**config.mk**
```make
export PLATFORM = sky130hd
export DESIGN_NAME = answer_judge
export DESIGN_NICKNAME = d
export VERILOG_FILES = /design/src/rtl/answer_judge.sv
export SDC_FILE = /design/constraint.sdc
export NUM_CORES = 1
export LEC_CHECK = 0
export CAP_MARGIN = 20
export CORE_UTILIZATION = 49
export DETAILED_ROUTE_END_ITERATION = 8
export PLACE_DENSITY = 0.75
export SLEW_MARGIN = 15
export SYNTH_ARGS = -nofsm -noshare
export SYNTH_HDL_FRONTEND = slang
export SYNTH_SLANG_ARGS = --single-unit
```
**constraint.sdc**
```tcl
create_clock -name clk -period 2.4 [get_ports clk]
set_input_delay 0.48 -clock clk [delete_from_list [all_inputs] [get_ports clk]]
set_output_delay 0.48 -clock clk [all_outputs]
set_load 0.02 [all_outputs]
```
**src/rtl/answer_judge.sv**
```systemverilog
// answer_judge: quiz-game player input. Synchronises/debounces two submit
// buttons, arbitrates first press (p1 wins ties), judges against ans, drives
// score triggers, wrong LED, question index and a sticky game_over.
// Optional question time limit: define JUDGE_TIMEOUT_EN.

// Per-player input path: 2-FF synchroniser plus debounce; one-cycle rise pulse
module answer_judge_deb #(
  parameter int DEB_CYCLES = 16
) (
  input  logic clk,
  input  logic rst_n,
  input  logic btn,
  output logic rise
);
  localparam int CW = $clog2(DEB_CYCLES + 1);

  logic          s1, s2, deb;
  logic [CW-1:0] cnt;

  // Accept a new level after DEB_CYCLES consecutive differing samples
  always_ff @(posedge clk or negedge rst_n) begin
    if (!rst_n) begin
      s1   <= 1'b0;
      s2   <= 1'b0;
      deb  <= 1'b0;
      cnt  <= '0;
      rise <= 1'b0;
    end else begin
      s1   <= btn;
      s2   <= s1;
      rise <= 1'b0;
      if (s2 == deb) begin
        cnt <= '0;
      end else if (cnt == CW'(DEB_CYCLES - 1)) begin
        cnt  <= '0;
        deb  <= s2;
        rise <= s2;
      end else begin
        cnt <= cnt + 1'b1;
      end
    end
  end
endmodule

module answer_judge #(
  parameter int DEB_CYCLES     = 16,
  parameter int RESULT_CYCLES  = 8,
  parameter int NUM_Q          = 6,
  parameter int WIN_SCORE      = 5,
  parameter int TIMEOUT_CYCLES = 1024
) (
  input  logic       clk,
  input  logic       rst_n,
  input  logic       p1_btn,
  input  logic       p2_btn,
  input  logic [2:0] p1_choice,
  input  logic [2:0] p2_choice,
  input  logic [2:0] ans,
  output logic [2:0] state,
  output logic       p1_score_trig,
  output logic       p2_score_trig,
  output logic [2:0] p1_score,
  output logic [2:0] p2_score,
  output logic       wrong_led,
  output logic       game_over
);
  localparam int SW = $clog2(RESULT_CYCLES + 1);

  typedef enum logic [2:0] {S_WAIT, S_JUDGE, S_SHOW, S_NEXT, S_OVER} fsm_t;

  logic [1:0]      btn, rise, lock, trig;
  logic [1:0][2:0] sc;
  fsm_t            fsm;
  logic            pid;     // latched player: 0 = p1, 1 = p2
  logic [2:0]      choice;
  logic            adv;     // advance to NEXT after the SHOW window
  logic [SW-1:0]   scnt;

  assign btn           = {p2_btn, p1_btn};
  assign p1_score_trig = trig[0];
  assign p2_score_trig = trig[1];
  assign p1_score      = sc[0];
  assign p2_score      = sc[1];

  genvar g;
  generate
    for (g = 0; g < 2; g++) begin : g_deb
      answer_judge_deb #(.DEB_CYCLES(DEB_CYCLES)) u_deb (
        .clk  (clk),
        .rst_n(rst_n),
        .btn  (btn[g]),
        .rise (rise[g])
      );
    end
  endgenerate

`ifdef JUDGE_TIMEOUT_EN
  localparam int TW = $clog2(TIMEOUT_CYCLES + 1);
  logic [TW-1:0] tmr;  // WAIT time on this question, kept across retries
`else
  logic unused_tmo;
  assign unused_tmo = ^TIMEOUT_CYCLES;
`endif

  // Game FSM; all outputs registered
  always_ff @(posedge clk or negedge rst_n) begin
    if (!rst_n) begin
      fsm       <= S_WAIT;
      state     <= '0;
      sc        <= '0;
      trig      <= '0;
      lock      <= '0;
      wrong_led <= 1'b0;
      game_over <= 1'b0;
      pid       <= 1'b0;
      choice    <= '0;
      adv       <= 1'b0;
      scnt      <= '0;
`ifdef JUDGE_TIMEOUT_EN
      tmr       <= '0;
`endif
    end else begin
      case (fsm)
        S_WAIT: begin
`ifdef JUDGE_TIMEOUT_EN
          tmr <= tmr + 1'b1;
`endif
          if (rise[0] && !lock[0]) begin
            pid    <= 1'b0;
            choice <= p1_choice;
            fsm    <= S_JUDGE;
          end else if (rise[1] && !lock[1]) begin
            pid    <= 1'b1;
            choice <= p2_choice;
            fsm    <= S_JUDGE;
          end
`ifdef JUDGE_TIMEOUT_EN
          else if (tmr == TW'(TIMEOUT_CYCLES - 1)) begin
            wrong_led <= 1'b1;
            adv       <= 1'b1;
            scnt      <= '0;
            fsm       <= S_SHOW;
          end
`endif
        end
        S_JUDGE: begin
          // 0, 6 and 7 are never legal answers
          if (choice == ans && choice >= 3'd1 && choice <= 3'd5) begin
            if (sc[pid] != 3'd7) sc[pid] <= sc[pid] + 1'b1;
            trig[pid] <= 1'b1;
            adv       <= 1'b1;
          end else begin
            wrong_led <= 1'b1;
            lock[pid] <= 1'b1;
            adv       <= 1'b0;
          end
          scnt <= '0;
          fsm  <= S_SHOW;
        end
        S_SHOW: begin
          if (scnt == SW'(RESULT_CYCLES - 1)) begin
            trig      <= '0;
            wrong_led <= 1'b0;
            fsm       <= (adv || (&lock)) ? S_NEXT : S_WAIT;
          end else begin
            scnt <= scnt + 1'b1;
          end
        end
        S_NEXT: begin
          lock  <= '0;
          adv   <= 1'b0;
          state <= (state == 3'(NUM_Q - 1)) ? 3'd0 : state + 1'b1;
`ifdef JUDGE_TIMEOUT_EN
          tmr   <= '0;
`endif
          if (sc[0] >= 3'(WIN_SCORE) || sc[1] >= 3'(WIN_SCORE)) begin
            game_over <= 1'b1;
            fsm       <= S_OVER;
          end else begin
            fsm <= S_WAIT;
          end
        end
        S_OVER:  fsm <= S_OVER;
        default: fsm <= S_WAIT;
      endcase
    end
  end
endmodule
```
# After elaboration in Yosys (flattened, before gate mapping)
# Index checks and enable logic that the tools add are counted.
dict set report word_totals {
  regBits 45
  inputBits 13
  word_cells 116
}
dict set report classes {
  add_sub_neg 5
  order_cmp 6
  n_eq_ne 17
  n_mux 38
  n_bitwise 4
  n_reduce_logical 24
}
# operator n
set op_table {}
lappend op_table {{$mux 3} 10}
lappend op_table {{$mux 5} 4}
lappend op_table {{$reduce_and 2->1} 8}
lappend op_table {{$pmux 3 s5} 1}
lappend op_table {{$add 5x1->5 const B} 2}
lappend op_table {{$eq 5x4->1 const B} 2}
lappend op_table {{$mux 1} 10}
lappend op_table {{$reduce_and 3->1} 3}
lappend op_table {{$mux 2} 4}
lappend op_table {{$ne 2x2->1 const B} 4}
lappend op_table {{$pmux 2 s2} 2}
lappend op_table {{$pmux 4 s2} 1}
lappend op_table {{$add 3x1->3 const B} 2}
lappend op_table {{$bwmux 6} 1}
lappend op_table {{$eq 3x2->1 const B} 2}
lappend op_table {{$eq 3x3->1 const B} 2}
lappend op_table {{$ge 3x3->1 const B} 2}
lappend op_table {{$ne 3x3->1 const B} 2}
lappend op_table {{$reduce_bool 2->1} 3}
lappend op_table {{$logic_and 1x1->1} 5}
lappend op_table {{$add 4x1->4 const B} 1}
lappend op_table {{$eq 4x3->1 const B} 1}
lappend op_table {{$mux 4} 1}
lappend op_table {{$or 2x2->2} 2}
lappend op_table {{other kinds (14)} 19}

# Logic depth before layout (Yosys ltp)
dict set report logic_depth {
  word_depth 7
  depth_mapped 6
}

# Modules after synthesis
# A second synthesis with hierarchy kept.
dict set report hier_totals {
  hier_cells 175
  area_unflattened_um2 2062.0
}
# module n_inst cells_per_inst area_per_inst_um2 seq_area_each_um2
set by_module_without_submodules {}
lappend by_module_without_submodules {answer_judge 1 125 1391.3 675.6}
lappend by_module_without_submodules {answer_judge_deb 2 25 335.3 225.2}

# Least setup slack after synthesis
# Ideal clock, no wire load.
dict set report synth_path {
  kind {reg2reg}
  start {register pid}
  end {register sc (netlist bit p1_score[1])}
  arrival_time_ns 2.098
  required_time_ns 2.273
  setup_slack_ns 0.175
  path_stages_with_launch 7
  n_path_buf 1
  synth_period_minus_slack_ns 2.225
  path_cell_list {dfrtp_1 > clkbuf_1 > mux2_2 > ha_1 > ha_1 > a2111oi_4 > mux2_1}
}
dict set report synth_between {
  elab_chain_len 5
  word_cells_on_any_way 11
  classes_between {add/sub: 1; order compare: 2; eq/ne: 1; mux: 5; reduce/logical: 2}
}
# element line
set synth_lines {}
lappend synth_lines {{from (decl)} 74} ;# logic pid;
lappend synth_lines {{from (signal assigned)} 115} ;# pid <= 1'b0;
lappend synth_lines {{from (signal assigned)} 129} ;# pid <= 1'b0;
lappend synth_lines {{from (signal assigned)} 133} ;# pid <= 1'b1;
lappend synth_lines {{branches (longest 5 deep; another with $add 3x1->3)} n/a}
lappend synth_lines {{to (signal assigned)} 110} ;# sc <= '0;
lappend synth_lines {{to (decl)} 72} ;# logic [1:0][2:0] sc;
# Parallel ways; which one is timed is not known. The select of a mux whose other input is x is not followed.
# A chain may end at the register's enable or synchronous reset.

# Worst setup path after layout
dict set report layout_path {
  start {input port ans[2]}
  end {register sc (netlist bit p1_score[2])}
}
dict set report layout_between {
  elab_chain_len 4
}
# element line
set layout_lines {}
lappend layout_lines {{from (decl)} 58} ;# input logic [2:0] ans,
lappend layout_lines {{$eq 3x3->1} 148} ;# if (choice == ans && choice >= 3'd1 && choice <= 3'd5) begin
lappend layout_lines {{$logic_and 1x1->1 (2 in a row)} 148}
lappend layout_lines {{$reduce_and 3->1 (no source line)} n/a}
# No other way between the ends.

==> summary.md <==
| Metric | Value |
|---|---|
| Layout area overhead | 21.9% |
| F_max | 436 MHz |
| Final #Nets | 236 |
| CTS buffer count | 5 |
| Vias in the first global route | 1609 |
| Status | completed |
| Crit-path cells | clkdlybuf4s50_1, or3b_1, a211o_1, a2111oi_4, mux2_1 |
| Pwr dens | 528 nW/um^2 |
| Family with the most delay on the worst path | compound AO/OA/AOI/OAI gates |
| Slew Limit Headroom | 71.3% |
| N_diodes | 0 |
| Die height | 66.4 microns |
| Clock tree buffer depth | 2 |
| Final setup fails | 0 |
| Hold Crit Class | input pin to asynchronous set/reset pin |
| Wire per inst | 15.6 microns |
| Largest cells by area after synthesis | dfrtp_1, ha_1, o21ai_0 |
| First-pass GRT wire length | 7150 microns |
| Post-synth top flop | dfrtp_1 |
| Worst Skew | 0.00645 ns |
| Top cell type's share of synthesized area | 55.5% |
| Maxcap violations | 0 |
| Post-DP HPWL | 3130 microns |
| Largest net degree at the start of global routing | 22 |
| Fillers | 310 |
| Core area | 4000 sq um |
| Layout cells sized above 1 | 11.9% |
| Gr usage total | 22.2% |
| Synth area leader | dfrtp_1 |
| Clk root buf | clkbuf_8 |
| Placement Setup Slack | -0.259 ns |
| Actual slew at the worst max-slew pin | 0.428 ns |
| Post-DRT Antenna Nets | 0 |
| Sequential cell area | 1130 sq um |
| Warnings from Yosys | 0 |
| Initial DRC count | 44 |
| CTS resizes | 0 |
| Synth Register Bits | 45 |
| Vias per cell | 5.46 |
| Die area | 4410 sq um |
| Remaining global-route overflow | 0 |
| Placer Congestion | 0.766 |
| Count of different cell masters after synthesis | 39 |
| RSZ-0062 raised after global routing | false |
| Crit-path max cell delay | 0.45 ns |
| CP Data Arrival Time | 2.47 ns |
| Syn_area_per_cell | 11.2 sq um |
| Sink Count | 45 |
| Final worst path period need | 2.29 ns |
| Critical path buffer and inverter count | 1 |
| Post-CTS setup buffer count | 0 |
| First-pass detailed-route iteration total | 4 |
| Number of synthesized flops with an enable pin | 0 |
| Slowest-stage cell, CP | clkdlybuf4s50_1 |
| Final Slew Violations | 0 |
| Antenna violations before repair | 0 |
| Worst setup margin | 0.107 ns |
| Setup Crit Path Kind | input pin to flop |
| Static leakage | 1.18 nW |
| Hold_buf cts | 0 |
| Final Hold Vio Count | 0 |
| Die width | 66.4 microns |
| Worst setup SP type | input pin |
| Clock Latency Late Sink | 0.29 ns |
| Register area share after synthesis | 55.5% |
| Sum Neg Setup Slack | 0 ns |
| Worst-path fanout max | 3 |
| # rows | 23 |
| # H-tree levels | 2 |
| TritonCTS clock tree | done |
| Starting density of the core | 50.8% |
| Async SR Flop Fraction | 100% |
| Clk pin slew, worst setup/hold paths | 0.08 ns |
| I/O Pins | 26 |
| DR vias | 1462 |
| Synthesized Nets | 199 |
| Dpl cells | 261 |
| Non-filler instance count after layout | 268 |
| Residual DRC | 0 |
| Multi-input logic area | 862 sq um |
| Cell area after synthesis | 2030 sq um |
| Worst VDD drop | 0.429 mV |
| Mapped Cells | 181 |
| Endpoint type of the worst setup path | flop |
| Critical Path RT | 2.58 ns |
| Fin crit share | 95.5% |
| I/O Buffers | 25 |
| Post-Route WL | 4180 microns |
metal layers:
layer / vias up / GRT usage, % / part of all wire, %
met5: - / 0 / 0
met4: 0 / 8.78 / 2.4
met3: 12 / 6.03 / 3.2
met2: 37 / 37.4 / 50
met1: 703 / 26.7 / 44
li1: 710 / - / -
area by class of cell:
cell class                 count  share of cell area (%)
clock buffer                   7                    3.49
multi-input combinational    125                    34.8
inverter                       7                    1.06
sequential                    45                    45.5
tap                           50                    2.53
timing repair buffer          34                    12.6
flip-flops by register name (all words and copies together), names as in the netlist, 3 cells and up:
register         cells
state                3
p1_score             3
fsm                  3
scnt                 4
choice               3
g_deb.u_deb.cnt     10
p2_score             3
metrics by stage:
stage               power (mW)  hold slack (ns)  util, %  instance area (sq um)
finish                    1.31           0.0593     61.9                   2480
global placement         0.849            0.333     59.7                   2390
floorplan                0.810            0.184        -                   2030
global route              1.36           0.0693     61.9                   2480
CTS                       1.32           0.0642     61.9                   2480
detailed placement       0.855            0.352     59.7                   2390
synthesized netlist by cell type (3+ instances only):
cell	count
a21o_1	3
a21oi_1	9
clkbuf_1	3
dfrtp_1	45
ha_1	5
inv_1	7
mux2_1	4
mux2_2	5
mux2i_1	3
nand2_1	13
nand3_1	6
nor2_1	14
nor2b_1	4
nor3_1	8
o21ai_0	12
xnor2_1	5
xor2_1	5
logic make-up after synthesis:
family                   count (synthesis)  synth area share [%]
AND/OR/NAND/NOR                         62                  15.8
flip-flops                              45                  55.5
AO/OA/AOI/OAI                           36                  12.8
multiplexers                            12                  6.47
buffers and inverters                   11                  2.09
XOR/XNOR                                10                  4.31
adder cells (fa/ha/maj)                  5                  3.08
final timing paths:
kind	from	endpoint	slack, ns	depth (start not counted)
max	ans[2]	p1_score[2]	0.11	5
min	rst_n	lock[1]	0.06	1
max reg2reg	pid	p1_score[2]	0.29	5
min reg2reg	g_deb[1].u_deb.s1	g_deb[1].u_deb.s2	0.37	0
max in group asynchronous	rst_n	g_deb[0].u_deb.deb	1.78	2
min in group clk	g_deb[1].u_deb.s1	g_deb[1].u_deb.s2	0.37	0
report_power, final:
group | total [mW] | switching, mW | internal, mW | leakage, nW
logic | 0.0608 | 0.0305 | 0.0302 | 0.551
clock network | 0.468 | 0.239 | 0.229 | 0.0443
registers | 0.779 | 0.00971 | 0.769 | 0.583
total | 1.31 | 0.280 | 1.03 | 1.18
cell usage in the layout, fill, tap and decap left out, types with 3 or more instances in the layout:
master and instances:
mux2_2 5, a21o_1 3, inv_1 7, a21oi_1 9, mux2_1 4, nand2_1 13
o21ai_0 12, xor2_1 5, nor2_1 14, ha_1 5, clkdlybuf4s50_1 24, dfrtp_1 45
nand3_1 6, clkbuf_8 6, xnor2_1 5, nor2b_1 4, mux2i_1 3, buf_4 9
nor3_1 8
Power figures use the tool's default switching activity.
